`config.mk`:
```
export PLATFORM = sky130hd
export DESIGN_NAME = mem_access_unit_flat
export DESIGN_NICKNAME = d
export VERILOG_FILES = /design/src/rtl/mem_access_unit_if.sv /design/src/rtl/mem_access_unit.sv /design/src/flat_wrapper.sv
export SDC_FILE = /design/constraint.sdc
export NUM_CORES = 1
export LEC_CHECK = 0
export BUFFER_PORTS_ARGS = -buffer_cell sky130_fd_sc_hd__buf_2
export CORE_MARGIN = 4
export CORE_UTILIZATION = 25
export DETAILED_ROUTE_END_ITERATION = 6
export GPL_TIMING_DRIVEN = 0
export PLACE_DENSITY = 0.54
export SETUP_SLACK_MARGIN = 0.15
export SLEW_MARGIN = 40
export SYNTH_ARGS = -nofsm -noshare
export SYNTH_HDL_FRONTEND = slang
export SYNTH_SLANG_ARGS = --single-unit
```
`constraint.sdc`:
```
create_clock -name clk -period 2.89 [get_ports clk]
set_input_delay 0.4335 -clock clk [delete_from_list [all_inputs] [get_ports clk]]
set_output_delay 0.4335 -clock clk [all_outputs]
set_load 0.01 [all_outputs]
```
`src/rtl/mem_access_unit_if.sv`:
```
// Datapath-side request/response handshake plus the byte-lane memory port.
// The unit uses the slave view; the core/memory side uses the master view.
interface mem_access_unit_if #(
  parameter int XLEN = 32
);
  logic             halted;
  logic             req_valid;
  logic             req_write;
  logic [XLEN-1:0]  req_addr;
  logic [XLEN-1:0]  req_wdata;
  logic             req_ready;
  logic             stall;
  logic             resp_valid;
  logic [XLEN-1:0]  resp_rdata;
  logic             resp_err;
  logic [XLEN-1:0]  mem_addr;
  logic             mem_we;
  logic [3:0][7:0]  mem_data_in;
  logic [3:0][7:0]  mem_data_out;

  modport slave (
    input  halted, req_valid, req_write, req_addr, req_wdata, mem_data_out,
    output req_ready, stall, resp_valid, resp_rdata, resp_err,
           mem_addr, mem_we, mem_data_in
  );

  modport master (
    output halted, req_valid, req_write, req_addr, req_wdata, mem_data_out,
    input  req_ready, stall, resp_valid, resp_rdata, resp_err,
           mem_addr, mem_we, mem_data_in
  );
endinterface

```
`src/rtl/mem_access_unit.sv`:
```
// Multi-cycle load/store controller: accepts one word access, stalls the core for
// LATENCY memory cycles, then pulses a response. Byte lanes are big-endian.
module mem_access_unit #(
  parameter int XLEN    = 32,
  parameter int LATENCY = 2
) (
  input  logic              clk,
  input  logic              rst_b,
  mem_access_unit_if.slave  bus
);

  typedef enum logic [1:0] {IDLE, ACCESS, RESP} state_t;

  localparam logic [3:0] CNT_INIT = 4'(LATENCY - 1);

  state_t          state_q, state_d;
  logic [3:0]      cnt_q, cnt_d;
  logic            write_q, write_d;
  logic            err_q, err_d;
  logic [XLEN-1:0] addr_q, addr_d;
  logic [XLEN-1:0] data_q, data_d;
  logic [XLEN-1:0] rdata_q, rdata_d;
  logic [XLEN-1:0] rdata_word;
  logic            resp_valid;

  // Lane 0 carries the most significant byte in both directions.
  for (genvar gi = 0; gi < 4; gi++) begin : g_lane
    assign bus.mem_data_in[gi]             = data_q[XLEN-1-8*gi -: 8];
    assign rdata_word[XLEN-1-8*gi -: 8]    = bus.mem_data_out[gi];
  end

  always_ff @(posedge clk or negedge rst_b) begin
    if (!rst_b) begin
      state_q <= IDLE;
      cnt_q   <= 4'd0;
      write_q <= 1'b0;
      err_q   <= 1'b0;
      addr_q  <= '0;
      data_q  <= '0;
      rdata_q <= '0;
    end else begin
      state_q <= state_d;
      cnt_q   <= cnt_d;
      write_q <= write_d;
      err_q   <= err_d;
      addr_q  <= addr_d;
      data_q  <= data_d;
      rdata_q <= rdata_d;
    end
  end

  always_comb begin
    state_d = state_q;
    cnt_d   = cnt_q;
    write_d = write_q;
    err_d   = err_q;
    addr_d  = addr_q;
    data_d  = data_q;
    rdata_d = rdata_q;
    case (state_q)
      IDLE: begin
        if (bus.req_valid && !bus.halted) begin
          write_d = bus.req_write;
          // Misaligned requests skip memory entirely so mem_addr keeps its old value.
          if (bus.req_addr[1:0] != 2'b00) begin
            err_d   = 1'b1;
            state_d = RESP;
          end else begin
            err_d   = 1'b0;
            addr_d  = {bus.req_addr[XLEN-1:2], 2'b00};
            data_d  = bus.req_wdata;
            cnt_d   = CNT_INIT;
            state_d = ACCESS;
          end
        end
      end
      ACCESS: begin
        if (cnt_q == 4'd0) begin
          if (!write_q) rdata_d = rdata_word;
          state_d = RESP;
        end else begin
          cnt_d = cnt_q - 4'd1;
        end
      end
      RESP:    state_d = IDLE;
      default: state_d = IDLE;
    endcase
  end

  assign resp_valid     = (state_q == RESP);
  assign bus.resp_valid = resp_valid;
  assign bus.resp_err   = resp_valid & err_q;
  assign bus.resp_rdata = rdata_q;
  assign bus.req_ready  = (state_q == IDLE) & ~bus.halted;
  assign bus.stall      = bus.req_valid & ~resp_valid;
  assign bus.mem_addr   = addr_q;
  // Decoded from registered state, so an asynchronous reset kills the strobe at once.
  assign bus.mem_we     = (state_q == ACCESS) && (cnt_q == 4'd0) && write_q;

endmodule

```
`src/flat_wrapper.sv`:
```
// flat-port wrapper written by rule: the top's interface ports become plain ports
module mem_access_unit_flat 
#(
  parameter int XLEN    = 32,
  parameter int LATENCY = 2
)
  (clk, rst_b, bus_halted, bus_req_valid, bus_req_write, bus_req_addr, bus_req_wdata, bus_mem_data_out, bus_req_ready, bus_stall, bus_resp_valid, bus_resp_rdata, bus_resp_err, bus_mem_addr, bus_mem_we, bus_mem_data_in);
  mem_access_unit_if #(.XLEN(XLEN)) bus_i ();
  input  logic clk;
  input  logic rst_b;
  input wire logic [$bits(bus_i.halted)-1:0] bus_halted;
  input wire logic [$bits(bus_i.req_valid)-1:0] bus_req_valid;
  input wire logic [$bits(bus_i.req_write)-1:0] bus_req_write;
  input wire logic [$bits(bus_i.req_addr)-1:0] bus_req_addr;
  input wire logic [$bits(bus_i.req_wdata)-1:0] bus_req_wdata;
  input wire logic [$bits(bus_i.mem_data_out)-1:0] bus_mem_data_out;
  output wire logic [$bits(bus_i.req_ready)-1:0] bus_req_ready;
  output wire logic [$bits(bus_i.stall)-1:0] bus_stall;
  output wire logic [$bits(bus_i.resp_valid)-1:0] bus_resp_valid;
  output wire logic [$bits(bus_i.resp_rdata)-1:0] bus_resp_rdata;
  output wire logic [$bits(bus_i.resp_err)-1:0] bus_resp_err;
  output wire logic [$bits(bus_i.mem_addr)-1:0] bus_mem_addr;
  output wire logic [$bits(bus_i.mem_we)-1:0] bus_mem_we;
  output wire logic [$bits(bus_i.mem_data_in)-1:0] bus_mem_data_in;
  assign bus_i.halted = bus_halted;
  assign bus_i.req_valid = bus_req_valid;
  assign bus_i.req_write = bus_req_write;
  assign bus_i.req_addr = bus_req_addr;
  assign bus_i.req_wdata = bus_req_wdata;
  assign bus_i.mem_data_out = bus_mem_data_out;
  assign bus_req_ready = bus_i.req_ready;
  assign bus_stall = bus_i.stall;
  assign bus_resp_valid = bus_i.resp_valid;
  assign bus_resp_rdata = bus_i.resp_rdata;
  assign bus_resp_err = bus_i.resp_err;
  assign bus_mem_addr = bus_i.mem_addr;
  assign bus_mem_we = bus_i.mem_we;
  assign bus_mem_data_in = bus_i.mem_data_in;
  mem_access_unit #(.XLEN(XLEN), .LATENCY(LATENCY)) u_core (.clk(clk), .rst_b(rst_b), .bus(bus_i));
endmodule
```
==> results of run 1 <==
metrics by stage:
stage          instance area, µm²  hold slack, ps
3_3_place_gp                 5420             481
6_report                     5780             308
2_1_floorplan                4160             138
5_1_grt                      5780             301
4_1_cts                      5780             292
3_5_place_dp                 5460             363
metal layers:
layer / vias up / track usage [%]
met5: - / 0
met4: 0 / 4.27
met3: 15 / 3.79
met2: 111 / 17.7
met1: 1383 / 12.8
li1: 1312 / -
worst max-delay path: cells and delay by family, from the launching register on:
| kind | cells | cell delay, ps |
|---|---|---|
| simple gates | 2 | 610 |
| flops | 1 | 400 |
| buf+inv | 2 | 290 |
| fa+ha+maj | 1 | 210 |
layout make-up:
cell class                      count  share of cell area (%)
Timing Repair Buffer              201                    18.0
Inverter                            3                   0.195
Multi-Input combinational cell    134                    25.4
Buffer                             14                    2.19
Sequential cell                   102                    44.1
Clock inverter                      5                    1.43
Tap cell                          216                    4.67
Clock buffer                       10                    3.96
logic make-up (layout without fill, tap and decap cells):
logic type | count (synthesis) | after routing
flip-flops | 102 | 102
other | 1 | 2
adder cells (fa/ha/maj) | 2 | 2
multiplexers | 95 | 95
buffers and inverters | 17 | 233
AO/OA/AOI/OAI | 11 | 11
AND/OR/NAND/NOR | 24 | 24
synthesized netlist by cell type:
cell and number:
ha_1 2, nor3b_1 1, nor3_1 4, mux2_2 64, inv_1 3, nand2b_1 2
or2b_2 1, nand2_1 2, a211o_2 1, and3_1 1, buf_12 3, a22o_1 2
conb_1 1, or3_1 2, o21ai_0 3, nor4b_1 1, nor2_1 2, o21a_1 1
buf_2 8, mux2_4 30, nor4_1 1, mux2i_1 1, and2_1 1, buf_6 1
a2111oi_0 1, or3b_4 1, o21bai_1 1, dfrtp_1 102, nor4b_4 1, buf_4 2
o31ai_1 2, nor2b_1 2, and3_2 1, or4bb_2 1
timing repair:
action                                 in CTS  in global routing
endpoints found under the hold margin      26                  0
resized for setup                           0                  0
hold buffers                                1                  0
registers in the layout, indices dropped and copies added, names as in the netlist:
signal / cells
u_core.data_q: 32
u_core.err_q: 1
u_core.cnt_q: 4
u_core.write_q: 1
u_core.bus.resp_rdata: 32
u_core.state_q: 2
u_core.bus.mem_addr: 30
path summary, 6_finish.rpt:
check,cells past startpoint,start,to
setup / recovery,5,u_core.cnt_q[0],bus_mem_we
hold / removal,3,bus_req_write,u_core.write_q
setup reg to reg,7,u_core.cnt_q[0],u_core.bus.resp_rdata[12]
hold reg to reg,1,u_core.data_q[21],u_core.data_q[21]
max in group asynchronous,3,rst_b,u_core.bus.mem_addr[23]
min in group asynchronous,2,rst_b,u_core.bus.resp_rdata[30]
power breakdown:
| group | internal [mW] | total (mW) | switching (mW) |
|---|---|---|---|
| Clock | 0.758 | 1.28 | 0.526 |
| Sequential | 2.10 | 2.43 | 0.336 |
| Combinational | 1.22 | 2.20 | 0.978 |
| Total | 4.08 | 5.92 | 1.84 |
==> flow_summary.toml, run 1 <==
[routing]
wl_per_cell_um = 14.6
drt-pass1-iter-count = 4
via_count = 2821
top_layer_used = "met4"
wl_met2_mm = 4.94
met3_length_um = 890
dr.first_iter.drc_count = 56
antenna_left = 0
route.detailed.drc = 0
wl_met1_mm = 3.96
vias_per_cell = 4.12
routed_wirelength_mm = 10.0

[layout]
drive_above_1_share_pct = 69.9
seq_area_um2 = 2550
multi_input_area_um2 = 1470
fin_util_pct = 36.0
syn_to_final_growth_pct = 39.2
fillers = 1583
layout_commonest_cell = "buf_2"
final_cells = 685
fin_nets = 568
diodes = 0
final_cell_mix = "buf_2, dfrtp_1, mux2_2, mux2_4, clkbuf_16"

[grt]
grt_pass1_wl_mm = 15.7
grt_pass1_vias = 3072
grt_usage_pct = 10.7
grt_overflow = 0
antenna_found_initial = 0
grt_max_degree = 55

[die]
die_h_um = 137
die_x_um = 137
core_area_um2 = 16100
dieArea_um2 = 18700
rows = 46
start_util_pct = 25.9
io_pins = 202

[synth]
synthXorXnorAreaFrac_pct = 0
synth_top_area_cell = "dfrtp_1"
synth_top_area_share_pct = 61.5
synth-seq-area-share_pct = 61.5
synth_fa_ha_area_share_pct = 0.603
syn-cell-area_um2 = 4150
synth-compound-area-share_pct = 1.96
yosysWarnings = 0
synth-seq-cells = 102
yosys-mux-area-fraction_pct = 28.4
synth_area_leaders = "dfrtp_1, mux2_2, mux2_4, buf_12, buf_2"
synth_top_family_by_area = "multiplexers"
synthSimpleGateAreaFrac_pct = 4.13
avgSynthCellArea_um2 = 16.5
synth_cell_types = 34
synth_cells = 252

[flow_run]
cap_violations = 0

[clocking]
cts.sinks = 102
cts_buffer_depth = 2
clk_pin_slew_worst_paths_ps = 70
post-cts-setup-buffers = 0
numCtsBuffers = 9
cts_tree = "done"
clk_latency_ps = 340
htreeDepth = 3
cts-root-buf = "clkbuf_16"

[critical_path]
cp-start-kind = "register"
worstPathArrival_ps = 1850
crit_type = "reg -> out"
cp_slowest_stage_delay_ps = 420
cp_slowest_cell = "or3b_4"
cp_cell_sequence = "inv_1 -> ha_1 -> or3b_4 -> nor3_1 -> buf_2"
end_kind = "output port"
reg2reg_slack_ps = 630
crit_required_ps = 2460
critical_path_peak_fanout = 5

[power]
p_leak_nw = 2.96
p_per_area_nw_per_um2 = 1020
peakVddDrop_uv = 404
total_power_mw = 5.92

[sta]
worst_pin_slew_ps = 568
fin_crit_ps = 2280
skew_ps = 6.53
setup_viol = 0
slew_headroom_pct = 61.6
rsz0062_at_grt = "false"
fin_tns_setup_ps = 0
worst_slack_ps = 610
final-hold-violation-count = 0
fin_crit_sh_pct = 78.9
fmax_mhz = 439
final_max_slew_viol_count = 0

[placement]
io_buffers = 199
hpwl_mm = 7.79
post-place-cells = 669
pre_cts_ws_ps = 637
gp_congestion = 0.693

[hold_path]
min_path_type = "in -> reg"

[status]
status = "complete, no violations"
Power figures use the tool's default switching activity.
==> run 2: changes to the inputs <==
PLACE_DENSITY = 0.55   (was 0.54)
clock period = 2 ns   (was 2.89 ns; I/O delays follow)
==> flow_summary.toml, run 2 (same netlist as run 1, synthesis figures left out) <==
[die]
rows = 46
start_util_pct = 25.9
io_pins = 202
core_area_um2 = 16100
dieArea_um2 = 18700
die_h_um = 137
die_x_um = 137

[layout]
seq_area_um2 = 2550
final_cells = 703
multi_input_area_um2 = 1510
fillers = 1598
final_cell_mix = "buf_2, dfrtp_1, mux2_2, mux2_4, buf_4"
fin_util_pct = 37.3
syn_to_final_growth_pct = 44.3
drive_above_1_share_pct = 72.5
fin_area_um2 = 5990
fin_nets = 585
diodes = 0
layout_commonest_cell = "buf_2"

[critical_path]
worst_r2r_path_depth = 7
cp-endpoint = "u_core.bus.resp_rdata[28]"
r2r-start = "u_core.cnt_q[1]"
critical_path_peak_fanout = 10
reg2reg_slack_ps = -80
rr_endpoint = "u_core.bus.resp_rdata[28]"
crit_type = "reg -> reg"
end_kind = "register"
cp-start-kind = "register"
worstPathArrival_ps = 2300
crit_path_start = "u_core.cnt_q[1]"
crit_required_ps = 2220

[clocking]
cts_tree = "done"
htreeDepth = 3
clk_pin_slew_worst_paths_ps = 80
cts.sinks = 102
numCtsBuffers = 9
cts_buffer_depth = 2
cts-root-buf = "clkbuf_16"
clk_latency_ps = 350

[routing]
via_count = 2888
vias_per_cell = 4.11
wl_per_cell_um = 15.4
routed_wirelength_mm = 10.8
drt-pass1-iter-count = 4
route.detailed.drc = 0
dr.first_iter.drc_count = 125
antenna_left = 0

[sta]
fin_crit_ps = 2080
setup_viol = 32
fin_tns_setup_ps = -1790
final_max_slew_viol_count = 0
whs_ps = 165
worst_pin_slew_ps = 600
slew_headroom_pct = 59.5
skew_ps = 11.4
fmax_mhz = 482
final-hold-violation-count = 0
fin_crit_sh_pct = 104
worst_slack_ps = -75.4
rsz0062_at_grt = "true"

[status]
violations = "setup timing"
status = "finished, violations left"

[grt]
grt_pass1_vias = 3132
grt_overflow = 0
grt_pass1_wl_mm = 16.2
antenna_found_initial = 0
grt_usage_pct = 11.1
grt_max_degree = 56

[placement]
post-place-cells = 669
io_buffers = 199
post_dp_cell_area_um2 = 5470
hpwl_mm = 7.90
pre_cts_ws_ps = -120
gp_congestion = 0.681

[power]
total_power_mw = 8.57
peakVddDrop_uv = 501
p_per_area_nw_per_um2 = 1430
p_leak_nw = 3.06

[flow_run]
cap_violations = 0

[hold_path]
min_path_type = "in -> reg"
[run 2: cell count changes in the layout (fill, tap and decap cells not counted), sizes merged]
| cell | before | now |
|---|---|---|
| nand2 | 2 | 3 |
| clkinv | 2 | 3 |
| buf | 214 | 229 |
| bufinv | 2 | 0 |
| inv | 4 | 7 |
[run 2: layout make-up]
type                            count  share of cell area, %
Inverter                            3                  0.188
Sequential cell                   102                   42.6
Clock buffer                        9                   3.76
Clock inverter                      7                  0.898
Timing Repair Buffer              217                   19.8
Tap cell                          216                   4.51
Multi-Input combinational cell    135                   25.2
Buffer                             14                   3.05
[run 2: where the power goes]
part / internal [mW] / total, mW / switching, mW
combinational: 1.89 / 3.38 / 1.48
sequential: 3.03 / 3.51 / 0.483
clock: 0.861 / 1.68 / 0.821
total: 5.78 / 8.57 / 2.79
[run 2: worst min path at each step]
stage / end / from / cells after the start / slack, ps
finish: u_core.write_q / bus_req_write / 3 / 170
global route: u_core.bus.mem_addr[17] / bus_req_addr[17] / 2 / 160
CTS: u_core.write_q / bus_req_write / 3 / 150
detailed placement: u_core.cnt_q[1] / rst_b / 1 / 230
global placement: u_core.data_q[7] / u_core.data_q[7] / 1 / 480
floorplan: u_core.bus.mem_addr[10] / rst_b / 0 / 4
[run 2: critical path, cell delays in order, from the launching register on]
cell and delay [ps]:
dfrtp_1 400, inv_2 90, ha_4 130, or3b_4 390
or3_4 350, buf_8 150, buf_12 140, mux2_4 300
[run 2: what timing repair did]
| action | in CTS | in global routing |
|---|---|---|
| setup buffers | 6 | 9 |
| hold buffers | 1 | 0 |
| gates cloned | 0 | 2 |
| gates resized for setup | 5 | 24 |
| pin swaps | 1 | 3 |
| endpoints found under the hold margin | 47 | 0 |
| endpoints found under the setup margin | 92 | 92 |
[run 2: routing by layer]
metal | part of all wire, % | GRT usage (%) | vias up | wire [µm]
li1 | - | - | 1349 | -
met1 | 41 | 13.2 | 1419 | 4430
met2 | 51 | 19.0 | 111 | 5480
met3 | 7.2 | 3.90 | 9 | 772
met4 | 1.1 | 3.33 | 0 | 115
met5 | 0 | 0 | - | 0
==> run 3: changes to the inputs <==
clock period = 1.83 ns   (was 2 ns; I/O delays follow)
==> flow_summary.toml, run 3 (same netlist as run 1, synthesis figures left out) <==
[status]
status = "finished, violations left"
violations = "setup timing"

[sta]
worst_slack_ps = -226
skew_ps = 11.1
fin_tns_setup_ps = -6790
slew_headroom_pct = 53.5
fin_crit_sh_pct = 112
final-hold-violation-count = 0
fin_crit_ps = 2060
rsz0062_at_grt = "true"
fmax_mhz = 486
setup_viol = 33
final_max_slew_viol_count = 0
worst_pin_slew_ps = 696

[critical_path]
crit_family = "simple AND/OR/NAND/NOR gates"
cp_slowest_stage_delay_ps = 400
crit_buf_inv = 3
cp-start-kind = "register"
crit_type = "reg -> reg"
crit_required_ps = 2050
end_kind = "register"
cp_slowest_cell = "dfrtp_1"
cp_cell_sequence = "inv_2 -> ha_4 -> or3b_4 -> or3_4 -> buf_8 -> buf_12 -> mux2_4"
worstPathArrival_ps = 2280
critical_path_peak_fanout = 10

[routing]
route.detailed.drc = 0
drt-pass1-iter-count = 4
top_layer_used = "met4"
met3_length_um = 814
dr.first_iter.drc_count = 100
wl_per_cell_um = 16.5
wl_met2_mm = 5.83
antenna_left = 0
vias_per_cell = 4.15
routed_wirelength_mm = 11.7
wl_met1_mm = 4.89
via_count = 2937

[clocking]
cts-root-buf = "clkbuf_16"
htreeDepth = 3
cts_buffer_depth = 2
numCtsBuffers = 9
cts_tree = "done"
clk_latency_ps = 350
cts.sinks = 102
clk_pin_slew_worst_paths_ps = 80

[layout]
fin_util_pct = 39.8
drive_above_1_share_pct = 73.3
layout_commonest_cell = "buf_2"
final_cell_mix = "buf_2, dfrtp_1, mux2_4, clkbuf_16, buf_4"
fin_nets = 589
syn_to_final_growth_pct = 53.9
final_cells = 707
diodes = 0
fin_area_um2 = 6390

[grt]
grt_usage_pct = 11.2
grt_pass1_wl_mm = 16.3
grt_pass1_vias = 3147
grt_overflow = 0
antenna_found_initial = 0
grt_max_degree = 56

[flow_run]
cap_violations = 0

[die]
die_h_um = 137
rows = 46
dieArea_um2 = 18700
io_pins = 202
die_x_um = 137
core_area_um2 = 16100
start_util_pct = 25.9

[placement]
gp_congestion = 0.681
post-place-cells = 669
hpwl_mm = 7.90
io_buffers = 199
post_dp_cell_area_um2 = 5470

[power]
peakVddDrop_uv = 543
p_per_area_nw_per_um2 = 1540
p_leak_nw = 3.43
total_power_mw = 9.86

[hold_path]
min_path_type = "in -> reg"
==> run 3: cell count changes in the layout (fill, tap and decap cells not counted), sizes merged <==
| cell | before | now |
|---|---|---|
| nand2 | 3 | 4 |
| buf | 229 | 227 |
| clkbuf | 10 | 15 |
==> run 3: metal layers <==
metal / vias to the layer above / global-route usage (%)
li1: 1358 / -
met1: 1459 / 13.2
met2: 110 / 19.1
met3: 10 / 3.90
met4: 0 / 3.33
met5: - / 0
==> run 3: layout make-up <==
class,instances,area [µm²]
fillers,1549,9670
multi-input cells,136,1770
flip-flops and latches,102,2550
well taps,216,270
repair buffers,220,1300
clock buffers,9,225
plain buffers,14,208
inverters,3,11.3
clock inverters,7,53.8
==> run 3: final timing paths <==
kind	startpoint	to	slack, ps	cells past startpoint
worst max-delay path	u_core.cnt_q[1]	u_core.bus.resp_rdata[28]	-230	7
worst min-delay path	bus_req_write	u_core.write_q	140	3
worst max register to register	u_core.cnt_q[1]	u_core.bus.resp_rdata[28]	-230	7
worst min register to register	u_core.bus.resp_rdata[0]	u_core.bus.resp_rdata[0]	500	1
max in group asynchronous	rst_b	u_core.bus.mem_addr[31]	810	3
min in group asynchronous	rst_b	u_core.cnt_q[1]	410	2
==> run 3: timing repair <==
action,4_1_cts,5_1_grt
pin swaps,3,2
cloned,0,8
gates resized for setup,13,83
buffers inserted,9,4
hold buffers,1,0
hold endpoints to repair,47,0
setup endpoints to repair,96,95
==> run 3: through the flow <==
stage,hold slack [ps],worst slack (ps)
2_1_floorplan,-21.1,-160
5_1_grt,132,-252
6_report,141,-226
3_3_place_gp,483,-645
4_1_cts,121,-217
3_5_place_dp,204,-290
==> run 3: worst register-to-register path, stage by stage, from the launching register on <==
cell	delay, ps
dfrtp_1	400
inv_2	90
ha_4	130
or3b_4	370
or3_4	340
buf_8	150
buf_12	150
mux2_4	300
==> run 3: where the power goes <==
part,internal [mW],switching (mW)
clock network,0.941,0.904
registers,3.31,0.577
logic,2.43,1.69
total,6.69,3.17
